===== src/rtl/cu_trace_buf.sv =====
// Control-unit trace FIFO: captures {ts, op, func, ctrl} on change (or every cycle), freezes on Halt.
// FWFT read, zero added latency; full drops new entries or overwrites oldest. Optional CU_TRACE_DISPLAY_EN prints captures.
module cu_trace_buf #(
   parameter int CTRL_W      = 12,
   parameter int DEPTH       = 16,
   parameter int TS_W        = 16,
   parameter int WRAP        = 0,
   parameter int CAPTURE_ALL = 0
) (
   input  logic                       i_clk,
   input  logic                       i_rst,
   input  logic                       i_en,
   input  logic                       i_clr,
   input  logic [5:0]                 i_op,
   input  logic [5:0]                 i_func,
   input  logic [CTRL_W-1:0]          i_ctrl,
   output logic                       o_rd_valid,
   input  logic                       i_rd_ready,
   output logic [TS_W+12+CTRL_W-1:0]  o_rd_data,
   output logic [$clog2(DEPTH):0]     o_count,
   output logic                       o_overflow,
   output logic                       o_frozen
);
   localparam int AW = $clog2(DEPTH);
   localparam int CW = AW + 1;
   localparam int KW = 12 + CTRL_W;
   localparam int DW = TS_W + KW;

   logic [DW-1:0]   r_mem [DEPTH];
   logic [AW-1:0]   r_wptr, r_rptr;
   logic [CW-1:0]   r_count;
   logic [TS_W-1:0] r_ts;
   logic [KW-1:0]   r_prev_key;
   logic            r_have_prev, r_overflow, r_frozen;

   logic [KW-1:0]   w_key;
   logic [CW-1:0]   w_count_nxt;
   logic            w_halt, w_empty, w_full, w_capture, w_pop;
   logic            w_push, w_drop, w_overwrite, w_adv_rd;

   assign w_key   = {i_op, i_func, i_ctrl};
   assign w_halt  = i_ctrl[CTRL_W-1];
   assign w_empty = (r_count == '0);
   assign w_full  = (r_count == CW'(DEPTH));

   assign w_capture = i_en && !r_frozen &&
                      ((CAPTURE_ALL != 0) || !r_have_prev || (w_key != r_prev_key) || w_halt);
   assign w_pop       = i_rd_ready && !w_empty;
   // A pop on the same edge frees the slot, so a full buffer only loses data without one.
   assign w_drop      = w_capture && w_full && !w_pop && (WRAP == 0);
   assign w_overwrite = w_capture && w_full && !w_pop && (WRAP != 0);
   assign w_push      = w_capture && !w_drop;
   assign w_adv_rd    = w_pop || w_overwrite;

   always_comb begin
      w_count_nxt = r_count;
      if (w_push && !w_adv_rd)
         w_count_nxt = r_count + CW'(1);
      else if (!w_push && w_adv_rd)
         w_count_nxt = r_count - CW'(1);
   end

   always_ff @(posedge i_clk) begin
      if (i_rst) begin
         r_ts        <= '0;
         r_wptr      <= '0;
         r_rptr      <= '0;
         r_count     <= '0;
         r_overflow  <= 1'b0;
         r_frozen    <= 1'b0;
         r_have_prev <= 1'b0;
         r_prev_key  <= '0;
      end else begin
         r_ts <= r_ts + TS_W'(1);
         if (i_clr) begin
            r_wptr      <= '0;
            r_rptr      <= '0;
            r_count     <= '0;
            r_overflow  <= 1'b0;
            r_frozen    <= 1'b0;
            r_have_prev <= 1'b0;
         end else begin
            if (w_push)
               r_wptr <= r_wptr + AW'(1);
            if (w_adv_rd)
               r_rptr <= r_rptr + AW'(1);
            r_count <= w_count_nxt;
            if (w_drop || w_overwrite)
               r_overflow <= 1'b1;
            // Key tracking follows captures even when the entry itself is dropped.
            if (w_capture) begin
               r_prev_key  <= w_key;
               r_have_prev <= 1'b1;
               if (w_halt)
                  r_frozen <= 1'b1;
            end
         end
      end
   end

   always_ff @(posedge i_clk) begin
      if (!i_rst && !i_clr && w_push)
         r_mem[r_wptr] <= {r_ts, w_key};
   end

   assign o_rd_valid = !w_empty;
   assign o_rd_data  = r_mem[r_rptr];
   assign o_count    = r_count;
   assign o_overflow = r_overflow;
   assign o_frozen   = r_frozen;

`ifdef CU_TRACE_DISPLAY_EN
   always @(posedge i_clk) begin
      if (!i_rst && !i_clr) begin
         if (w_push)
            $display("cu_trace_buf ts=%h op=%h func=%h halt=%h memtoreg=%h memwrite=%h beq=%h bne=%h aluop=%h alusrcb=%h regwrite=%h regdst=%h",
                     r_ts, i_op, i_func, i_ctrl[11], i_ctrl[10], i_ctrl[9], i_ctrl[8],
                     i_ctrl[7], i_ctrl[6:3], i_ctrl[2], i_ctrl[1], i_ctrl[0]);
         if (w_drop)
            $display("cu_trace_buf DROP new ts=%h op=%h func=%h ctrl=%h", r_ts, i_op, i_func, i_ctrl);
         if (w_overwrite)
            $display("cu_trace_buf DROP oldest entry=%h", r_mem[r_rptr]);
      end
   end
`endif
endmodule


===== config.mk =====
export PLATFORM = sky130hd
export DESIGN_NAME = cu_trace_buf
export DESIGN_NICKNAME = d
export VERILOG_FILES = /design/src/rtl/cu_trace_buf.sv
export SDC_FILE = /design/constraint.sdc
export NUM_CORES = 1
export LEC_CHECK = 0
export ABC_AREA = 1
export CAP_MARGIN = 30
export CORE_ASPECT_RATIO = 1.75
export CORE_MARGIN = 2
export CORE_UTILIZATION = 55
export DETAILED_ROUTE_END_ITERATION = 6
export PLACE_DENSITY = 0.76
export SYNTH_ARGS = -nofsm -noshare
export SYNTH_HDL_FRONTEND = slang
export SYNTH_SLANG_ARGS = --single-unit

===== constraint.sdc =====
create_clock -name i_clk -period 6.15 [get_ports i_clk]
set_input_delay 0.9225 -clock i_clk [delete_from_list [all_inputs] [get_ports i_clk]]
set_output_delay 0.9225 -clock i_clk [all_outputs]
set_load 0.01 [all_outputs]

==> summary.md <==
| Metric | Value |
|---|---|
| CTS resizes | 0 |
| Vias | 17300 |
| Avg Cell Area, Syn | 13.2 sq um |
| Core area | 51200 sq um |
| Period utilization | 70.9% |
| Total GRT Usage | 23.9% |
| Final wirelength | 64.3 mm |
| Drt pass-1 iters | 5 |
| Most frequent cells in the layout | 640 x edfxtp_1, 232 x inv_1, 194 x o21ai_0 |
| Total power | 9920 uW |
| Crit path cell chain | inv_4 > buf_4 > o21ai_0 > o211ai_1 > nand2_1 > clkdlybuf4s50_1 |
| Clk_skew | 0.0268 ns |
| Antenna violations before repair | 1 |
| Via-per-instance ratio | 5.91 |
| Syn Inst Count | 2145 |
| Commonest non-fill, non-tap cell in the layout | edfxtp_1 |
| H-tree levels | 2 |
| HP Class | flop to flop |
| Sequential area share after synthesis | 71.9% |
| Clk_lat worst skew | 0.61 ns |
| Pin count of the biggest net entering global routing | 111 |
| Initial Util | 55.5% |
| Unrepaired setup endpoints after global routing | false |
| Achievable Freq | 0.229 GHz |
| CTS buffer count | 56 |
| Routability-driven placement congestion ratio | 0.808 |
| First-pass GRT wire length | 97.3 mm |
| Mapped Nets | 2185 |
| CTS Sinks | 700 |
| Power per cell area | 310 nW/um^2 |
| Peak supply drop | 0.224 mV |
| Post-detail-place hpwl | 35.2 mm |
| Cell Area, Synth | 28400 sq um |
| Vias in the first global route | 17400 |
| Endpoint class of the critical path | output port |
| Critical path class | flop to output port |
| Startpoint Class | flop |
| TNS Setup | 0 ns |
| Largest stage delay, worst path | 0.68 ns |
| Antenna Nets Post-Route | 0 |
| DR DRC count | 0 |
| Max Slew Vio Count | 0 |
| Seq cells post-synth | 700 |
| Total congestion overflow | 0 |
| ANT cells | 0 |
| Status | completed |
| Clk root buf | clkbuf_16 |
| Synth warn | 0 |
| CTS Hold Bufs | 0 |
| Clock transition at path regs | 0.07 ns |
| LEAKAGE | 0.0108 uW |
| Final Hold Viols | 0 |
| CP Max Fanout | 81 |
| Average wire per standard cell | 22.0 um |
| I/O pins | 77 |
| Initial drt markers | 2007 |
| CP delay by family, top | buffers and inverters |
| CP Buf/Inv Count | 3 |
| Layout cells sized above 1 | 8.02% |
| Die width | 176 um |
| Final nets | 2249 |
| Critical Path RT | 5.23 ns |
| Worst slew pin tran | 1.00 ns |
| Count of cell types in the netlist | 30 |
| Num rows | 110 |
| Count of final setup violators | 0 |
| Port-buffer cells | 76 |
| Die ar. | 53600 sq um |
| Slew HR | 33.0% |
| Final min period | 4.36 ns |
| CTS max path bufs | 3 |
| Max cap viols | 0 |
| Worst EP arrival | 3.44 ns |
| Area grow syn2layout | 12.7% |
| Post-CTS setup repair buffer count | 0 |
| Die height | 305 um |
| CTS tree | done |
| Slowest cell on the critical path | inv_4 |
power by group:
part           total (uW)  switching [uW]  internal (uW)
logic                 800             482            319
registers            5230            33.8           5200
clock network        3890            1640           2250
total                9920            2160           7760
layout make-up:
cell class | instances | area [sq um]
multi-input combinational | 1082 | 6570
fill | 3615 | 19200
timing repair buffer | 133 | 1260
tap | 672 | 841
clock inverter | 33 | 447
sequential | 700 | 20400
inverter | 236 | 888
clock buffer | 73 | 1590
state kept, by name, summed over array words and instances (netlist names), named ones only:
name         flops
r_rptr           4
o_count          5
r_wptr           4
r_prev_key      24
r_mem          640
o_overflow       1
r_ts            16
o_frozen         1
r_have_prev      1
worst paths after layout:
kind            startpoint            end  slack (ns)  cells past startpoint
max                   flop  o_rd_data[30]        1.79                      6
min             o_overflow     o_overflow        0.46                      2
max reg2reg  r_prev_key[5]     o_count[4]        2.90                     19
min reg2reg     o_overflow     o_overflow        0.46                      2
routing by layer:
metal	track usage, %	routed length (um)	up-vias
met1	28.1	23300	8508
li1	-	-	7944
met4	11.5	2880	2
met5	0	11	-
met2	43.1	34200	677
met3	2.79	3900	171
cells in the mapped netlist (all sizes together):
cell type  number  area share (%)
nand3          63             1.1
buf            56             1.2
nor2           78             1.0
nand4          13            0.31
clkbuf         71            0.94
a211oi          1           0.026
nand2         157             2.1
xnor2           3           0.093
fa              1           0.070
inv           234             3.1
a21oi         190             3.3
clkinv          2           0.026
o211ai        160             4.2
dfxtp          60             4.2
ha             10            0.44
o21ai         214             3.8
mux2i         160             5.6
edfxtp        640              68
xor2            7            0.22
nor3           22            0.39
o21a            1           0.026
a21o            1           0.026
or2             1           0.022
cell families (layout without fill, tap and decap cells):
logic type,count (synthesis),count (layout),synth area share (%)
compound gates,567,567,11.4
xor+xnor,10,10,0.308
fa+ha+maj,11,11,0.511
buf+inv,363,475,5.26
flops,700,700,71.9
mux,160,160,5.64
simple gates,334,334,4.97
stage by stage:
stage               worst slack [ns]  utilization (%)  cells  hold WS, ns  instance area [sq um]
finish                          1.79             62.6   2929        0.456                  32000
global route                    1.54             62.6   2929        0.498                  32000
CTS                             1.74             62.5   2928        0.460                  32000
detailed placement              1.48             58.6   2822        0.443                  30000
global placement                1.60             58.5   2821        0.447                  30000
floorplan                       1.22                -   2145        0.436                  28400
tightest hold or removal path: stages, from the launching register on:
cell and delay (ns):
dfxtp_1 0.31, inv_1 0.05, a21oi_1 0.05
Note: power is estimated with default switching activity, not from simulation.
